`src/rtl/reg_addr_mux.sv`:
```
// Register-address select mux feeding a 2-entry skid FIFO with valid/ready on both sides.
// Optional REG_ADDR_MUX_BYPASS_EN: an empty buffer forwards the request combinationally (0-cycle latency).
module reg_addr_mux #(
  parameter  int ADDR_W = 2,
  parameter  int NSRC   = 4,
  localparam int SEL_W  = $clog2(NSRC)
) (
  input  logic                     clock,
  input  logic                     reset_n,
  input  logic                     in_valid,
  output logic                     in_ready,
  input  logic [NSRC*ADDR_W-1:0]   addr_in,
  input  logic [SEL_W-1:0]         sel,
  output logic                     out_valid,
  input  logic                     out_ready,
  output logic [ADDR_W-1:0]        out,
  output logic [SEL_W-1:0]         out_sel,
  output logic                     sel_err,
  output logic [7:0]               xfer_cnt
);

  logic              r_alive;
  logic [1:0]        r_count;
  logic              r_wrPtr;
  logic              r_rdPtr;
  logic [7:0]        r_xferCnt;
  logic [ADDR_W-1:0] r_memAddr [2];
  logic [SEL_W-1:0]  r_memSel  [2];
  logic              r_memErr  [2];

  logic [ADDR_W-1:0] w_selAddr;
  logic              w_selErr;
  logic              w_fifoValid;
  logic              w_bypass;
  logic              w_push;
  logic              w_pop;
  logic              w_fifoPop;

  // Out-of-range selects yield address 0 and raise the error flag instead of indexing past addr_in.
  always_comb begin
    w_selAddr = '0;
    w_selErr  = (int'(sel) >= NSRC);
    for (int k = 0; k < NSRC; k++) begin
      if (int'(sel) == k) begin
        w_selAddr = addr_in[k*ADDR_W +: ADDR_W];
      end
    end
  end

  assign w_fifoValid = (r_count != 2'd0);

`ifdef REG_ADDR_MUX_BYPASS_EN
  assign w_bypass = r_alive && !w_fifoValid && in_valid;
`else
  assign w_bypass = 1'b0;
`endif

  // r_alive keeps in_ready low on the first edge after reset so nothing is pushed there.
  assign in_ready  = r_alive && (r_count < 2'd2);
  assign out_valid = w_fifoValid || w_bypass;

  always_comb begin
    out     = '0;
    out_sel = '0;
    sel_err = 1'b0;
    if (w_bypass) begin
      out     = w_selAddr;
      out_sel = sel;
      sel_err = w_selErr;
    end else if (w_fifoValid) begin
      out     = r_memAddr[r_rdPtr];
      out_sel = r_memSel[r_rdPtr];
      sel_err = r_memErr[r_rdPtr];
    end
  end

  assign w_pop     = out_valid && out_ready;
  assign w_fifoPop = w_pop && w_fifoValid;
  assign w_push    = in_valid && in_ready && !(w_bypass && out_ready);
  assign xfer_cnt  = r_xferCnt;

  always_ff @(posedge clock or negedge reset_n) begin
    if (!reset_n) begin
      r_alive   <= 1'b0;
      r_count   <= 2'd0;
      r_wrPtr   <= 1'b0;
      r_rdPtr   <= 1'b0;
      r_xferCnt <= 8'd0;
    end else begin
      r_alive <= 1'b1;
      case ({w_push, w_fifoPop})
        2'b10:   r_count <= r_count + 2'd1;
        2'b01:   r_count <= r_count - 2'd1;
        default: r_count <= r_count;
      endcase
      if (w_push) begin
        r_wrPtr <= ~r_wrPtr;
      end
      if (w_fifoPop) begin
        r_rdPtr <= ~r_rdPtr;
      end
      if (w_pop) begin
        r_xferCnt <= r_xferCnt + 8'd1;
      end
    end
  end

  // Storage needs no reset: entries are only observable while the count says they are valid.
  always_ff @(posedge clock) begin
    if (w_push) begin
      r_memAddr[r_wrPtr] <= w_selAddr;
      r_memSel[r_wrPtr]  <= sel;
      r_memErr[r_wrPtr]  <= w_selErr;
    end
  end

endmodule

```
`config.mk`:
```
export PLATFORM = sky130hd
export DESIGN_NAME = reg_addr_mux
export DESIGN_NICKNAME = d
export VERILOG_FILES = /design/src/rtl/reg_addr_mux.sv
export SDC_FILE = /design/constraint.sdc
export NUM_CORES = 1
export LEC_CHECK = 0
export CAP_MARGIN = 20
export CORE_MARGIN = 5
export CORE_UTILIZATION = 48
export CTS_BUF_LIST = sky130_fd_sc_hd__clkbuf_16
export CTS_CLUSTER_DIAMETER = 100
export CTS_CLUSTER_SIZE = 8
export DETAILED_ROUTE_END_ITERATION = 16
export PLACE_DENSITY = 0.82
export SETUP_SLACK_MARGIN = 0.3
export SYNTH_ARGS = -nofsm -noshare
export SYNTH_HDL_FRONTEND = slang
export SYNTH_SLANG_ARGS = --single-unit
```
`constraint.sdc`:
```
create_clock -name clock -period 2.16 [get_ports clock]
set_input_delay 0.324 -clock clock [delete_from_list [all_inputs] [get_ports clock]]
set_output_delay 0.324 -clock clock [all_outputs]
set_load 0.01 [all_outputs]
```
==> results.toml, run 1 <==
[run]
cap_violations = 0

[place]
portBuffers = 27
gp_congestion = 0.712
place_hpwl_um = 1390

[clock_network]
clock_latency_ns = 0.25
clkTransAtPathRegs_ns = 0.06
cts.sinks = 21
cts_made_buffers = 3
cts_hold_buf = 0
cts_root_buf = "clkbuf_16"
cts_resized = 2
tritoncts = "done"
htree_levels = 1
cts_setup_buffers = 0
cts.path.max_buffers = 2

[logic_synthesis]
synth_cell_types = 19
synth_seq_cells = 21
avgSynthCellArea_sq_um = 13.1
syn_nets = 88
syn_inst = 72
ys_warn_count = 0
synth.cell_area_sq_um = 941
synth.yosys.seq_area_share_pct = 60.1

[grt]
grtUsageTotal_pct = 15.3
grt_pass1_wl_um = 3070
grt.overflow.total = 0
first_global_vias = 651
grt_max_degree = 14
grt_antenna_before_repair = 0

[critical_path]
cpPeakStageDelay_ns = 0.55
start_kind = "flip-flop"
critPathTopFamily = "buffers and inverters"
crit_buf_inv = 1
path_cells = "mux2i_1, nor2_1, clkdlybuf4s50_1"
critical_path.slowest_cell = "clkdlybuf4s50_1"
path_class = "reg -> out"
worstPathMaxFanout = 5
worstPathArrival_ns = 1.49
critPathRequiredTime_ns = 1.84
cp-end-kind = "output pin"

[detailed_routing]
dr.first_iter.drc_count = 18
drt-total-wl_um = 1820
drtAntennaViolNets = 0
firstDrtPassIters = 4
route.detailed.wl_per_inst_um = 14.2
drc_errors = 0
vias = 635
viasPerCell = 4.96

[cells_and_area]
final_nets = 118
syn2layout_area_growth_pct = 41.6
multi_input_comb_area_sq_um = 367
n_fill_cell = 138
seqCellArea_sq_um = 569
n_antenna_cell = 0
layout-drive-gt1-share_pct = 12.9

[floorplanning]
ios = 29
row_count = 16
chipHeight_um = 54.3
die_area_sq_mm = 0.00295
die_w_um = 54.3
start_util_pct = 49.0
coreArea_sq_mm = 0.00192

[sta]
fin_crit_sh_pct = 84.2
min_period_ns = 1.82
final-hold-violation-count = 0
worstMarginPinSlew_ns = 0.571
final.setup.tns_ns = 0
finalSetupViolations = 0
skew_ns = 0.00287
rsz0062_at_grt = "false"
max_freq_ghz = 0.550
maxSlewViolCount = 0
slew_headroom_pct = 61.8

[power]
finalPower_mw = 1.71
comb_power_share_pct = 36.6
ir_drop_mv = 0.802
cellLeakagePower_nw = 0.579
power_density_mw_per_mm2 = 1280
power.internal_mw = 1.14
power_frac_seq_pct = 40.5
p_switching_uw = 565
clock_power_share_pct = 22.9
sw_frac_of_total_pct = 33.1

[outcome]
status = "complete, no violations"

[min_path]
worst_hold_path_type = "in -> async"
-- worst reg2reg max path, stage by stage, from the launching register on --
cell and delay (ns):
dfrtp_2 0.46, o21ai_4 0.33, inv_1 0.15, ha_1 0.22, xnor2_1 0.14, nor2_1 0.12
xor2_1 0.19
-- stage by stage --
step | instance area (sq um) | instances | hold slack [ns] | utilization [%] | setup WS, ns
floorplan | 941 | 72 | 0.0284 | - | 0.665
global placement | 1230 | 124 | 0.455 | 64.2 | 0.453
detailed placement | 1230 | 124 | 0.464 | 64.2 | 0.355
CTS | 1320 | 128 | 0.463 | 68.6 | 0.316
global route | 1330 | 128 | 0.495 | 69.3 | 0.302
finish | 1330 | 128 | 0.436 | 69.3 | 0.341
-- kinds of logic (layout without fill, tap and decap cells) --
| logic type | count (synthesis) | count (layout) | synth area share (%) |
|---|---|---|---|
| AOI/OAI and AO/OA | 1 | 1 | 1.73 |
| xor gates and xnor gates | 12 | 12 | 11.2 |
| adders and majority gates | 2 | 2 | 2.66 |
| buffers and inverters | 4 | 33 | 1.99 |
| DFF | 21 | 21 | 60.1 |
| muxes | 6 | 6 | 9.04 |
| other | 2 | 2 | 0.798 |
| and+or+nand+nor | 24 | 24 | 12.5 |
-- layer usage --
metal	vias to the layer above	wire length (um)	global-route usage, %
met4	0	29	6.22
met1	314	753	18.9
li1	297	-	-
met3	4	85	4.09
met5	-	0	0
met2	20	951	25.1
-- synth_stat cells --
master / instances / area share, %
dfrtp_1: 13 / 35
nor2_1: 9 / 3.6
edfxtp_1: 8 / 26
nand2_1: 8 / 3.2
xnor2_1: 6 / 5.6
xor2_1: 6 / 5.6
mux2i_1: 4 / 4.3
conb_1: 2 / 0.80
ha_1: 2 / 2.7
inv_1: 2 / 0.80
mux4_2: 2 / 4.8
nand3_1: 2 / 1.1
nor3_1: 2 / 1.1
and3_1: 1 / 0.67
buf_4: 1 / 0.80
clkbuf_1: 1 / 0.40
nor2b_1: 1 / 0.67
nor4_4: 1 / 2.3
o21ai_4: 1 / 1.7
-- worst paths after layout --
check / start / end / slack, ns / cells past startpoint
max: r_rdPtr$_DFFE_PN0P_ / out[0] / 0.34 / 3
min: reset_n / xfer_cnt[7]$_DFFE_PN0P_ / 0.44 / 1
max reg2reg: r_count[0]$_DFFE_PN0P_ / r_count[1]$_DFFE_PN0P_ / 0.45 / 6
min reg2reg: xfer_cnt[7]$_DFFE_PN0P_ / xfer_cnt[7]$_DFFE_PN0P_ / 0.47 / 1
max in group asynchronous: reset_n / r_rdPtr$_DFFE_PN0P_ / 1.32 / 1
min in group clock: xfer_cnt[7]$_DFFE_PN0P_ / xfer_cnt[7]$_DFFE_PN0P_ / 0.47 / 1
-- layout by cell type, fill, tap and decap left out, drive strengths merged, types with 2 or more instances in the layout --
master,n
edfxtp,8
inv,2
nand3,2
dlymetal6s2s,2
clkdlybuf4s50,25
nor3,2
mux4,2
xor2,6
conb,2
ha,2
dfrtp,13
mux2i,4
nand2,8
nor2,9
clkbuf,3
xnor2,6
-- power groups by stage --
| stage | clock network, mW | registers (mW) | logic (mW) |
|---|---|---|---|
| 2_1_floorplan | 0 | 0.661 | 0.324 |
| 3_3_place_gp | 0 | 0.670 | 0.606 |
| 3_5_place_dp | 0 | 0.676 | 0.625 |
| 4_1_cts | 0.394 | 0.677 | 0.637 |
| 5_1_grt | 0.413 | 0.708 | 0.683 |
| 6_report | 0.392 | 0.691 | 0.625 |
-- area by class of cell --
class / instances / area share (%)
clock buffer: 3 / 5.63
clock inverter: 1 / 0.376
inverter: 2 / 0.563
multi-input combinational: 47 / 27.5
sequential: 21 / 42.7
tap: 27 / 2.54
timing repair buffer: 27 / 20.7
-- state kept, by name (all words and copies together) (netlist names) --
signal,cells
xfer_cnt,8
r_memAddr,4
r_memSel,4
r_count,2
r_alive,1
r_rdPtr,1
r_wrPtr,1
(Power assumes the default switching activity.)
==> run 2, diff against run 1 <==
CORE_UTILIZATION = 40   (was 48)
PLACE_DENSITY = 0.73   (was 0.82)
clock period = 1.65 ns   (was 2.16 ns; I/O delays follow)
==> run 2 against run 1 <==
Global-route usage decreased by 3.6 points. Sequential share of layout area decreased by 2.7 points. Combinational power increased by 63%. Sequential power increased by 23%. Sequential cell count unchanged. Register-to-register slack got worse by 0.22 ns. Clock skew increased by 0.00095 ns. Critical path type unchanged. Die area increased by 16%. Clock power increased by 27%. Critical path depth increased by 2. Via count increased by 2.5%.
==> results.toml, run 2 (synthesis results as in run 1) <==
[outcome]
status = "complete, no violations"

[floorplanning]
coreArea_sq_mm = 0.00223
chipHeight_um = 58.5
row_count = 17
die_area_sq_mm = 0.00342
ios = 29
die_w_um = 58.5
start_util_pct = 42.1

[clock_network]
cts_made_buffers = 3
htree_levels = 1
cts_root_buf = "clkbuf_16"
cts.path.max_buffers = 2
clock_latency_ns = 0.25
cts.sinks = 21
clkTransAtPathRegs_ns = 0.06
tritoncts = "done"

[grt]
grt_antenna_before_repair = 0
grtUsageTotal_pct = 11.7
grt_max_degree = 14
grt_pass1_wl_um = 2990
grt.overflow.total = 0
first_global_vias = 664

[detailed_routing]
firstDrtPassIters = 2
dr.first_iter.drc_count = 9
drc_errors = 0
viasPerCell = 4.72
drt-total-wl_um = 1880
drtAntennaViolNets = 0
route.detailed.wl_per_inst_um = 13.6
vias = 651

[critical_path]
path_class = "reg -> out"
crit_path_frequent_cell = "buf_6"
critPathTopFamily = "flip-flops"
critical_path.slowest_cell = "dfrtp_1"
cp-end-kind = "output pin"
worstPathArrival_ns = 1.19
path_cells = "buf_6, nor2_4, buf_6, nor2_1, buf_2"
worstPathMaxFanout = 4
crit_buf_inv = 3
critPathRequiredTime_ns = 1.40
cpPeakStageDelay_ns = 0.39
start_kind = "flip-flop"

[cells_and_area]
layout_common_cells = "12 x clkdlybuf4s50_1, 11 x dfrtp_1, 9 x dlygate4sd2_1, 8 x edfxtp_1, 7 x nand2_1"
layout_commonest_cell = "clkdlybuf4s50_1"
layout-drive-gt1-share_pct = 30.0
final_nets = 127
n_antenna_cell = 0
syn2layout_area_growth_pct = 50.8
largest_reg_flops = 8

[sta]
holdWs_ns = 0.373
finalSetupViolations = 0
final.setup.tns_ns = 0
rsz0062_at_grt = "true"
setup_ws_ns = 0.211
max_freq_ghz = 0.695
maxSlewViolCount = 0
skew_ns = 0.00382
min_period_ns = 1.44
final-hold-violation-count = 0
worstMarginPinSlew_ns = 0.593
fin_crit_sh_pct = 87.2
slew_headroom_pct = 60.3

[power]
ir_drop_mv = 1.05
finalPower_mw = 2.36
cellLeakagePower_nw = 0.648
power_density_mw_per_mm2 = 1660

[place]
place_hpwl_um = 1330
portBuffers = 27
pre_cts_ws_ns = 0.0253
gp_congestion = 0.754

[run]
cap_violations = 0

[min_path]
worst_hold_path_type = "in -> async"
-- run 2: metrics by stage --
step	area [sq um]	util (%)	instances
2_1_floorplan	956	-	72
3_3_place_gp	1260	56.6	127
3_5_place_dp	1260	56.6	127
4_1_cts	1390	62.2	136
5_1_grt	1420	63.5	138
6_report	1420	63.5	138
-- run 2: routing by layer --
metal  GRT usage (%)  share of wire, %  vias to the layer above  wire length, um
met5               0                 0                        -                0
met4            6.95               2.0                        0               38
met1            14.3                40                      321              754
li1                -                 -                      316                -
met3            1.32               3.2                        4               60
met2            19.6                55                       10             1020
-- run 2: final timing paths --
check / slack (ns) / cells past startpoint / start / endpoint
setup / recovery: 0.21 / 5 / r_count[0]$_DFFE_PN0P_ / out_sel[1]
hold / removal: 0.37 / 1 / reset_n / xfer_cnt[0]$_DFFE_PN0P_
setup reg to reg: 0.23 / 7 / r_count[1]$_DFFE_PN0P_ / r_count[1]$_DFFE_PN0P_
hold reg to reg: 0.47 / 1 / xfer_cnt[7]$_DFFE_PN0P_ / xfer_cnt[7]$_DFFE_PN0P_
max in group asynchronous: 0.86 / 1 / reset_n / r_rdPtr$_DFFE_PN0P_
min in group clock: 0.44 / 1 / sel[0] / r_memSel[1][0]$_DFFE_PP_
-- run 2: timing repair --
item                                    in CTS  in global routing
gates resized for setup                     44                  6
pin swaps                                    7                  3
setup buffers                                5                  2
hold buffers                                 0                  0
endpoints found under the hold margin        0                  0
endpoints found under the setup margin      24                 18
-- run 2: where the power goes --
part	total, mW	internal (mW)	switching, mW	leakage, nW
Sequential	0.847	0.702	0.145	0.231
Combinational	1.02	0.550	0.468	0.374
Clock	0.497	0.322	0.174	0.0423
-- run 2: area by class of cell --
cell class | instances | area (sq um)
clock buffer | 3 | 75.1
clock inverter | 1 | 3.75
fill | 190 | 815
inverter | 2 | 7.51
multi-input combinational | 47 | 405
sequential | 21 | 568
tap | 28 | 35.0
timing repair buffer | 36 | 324
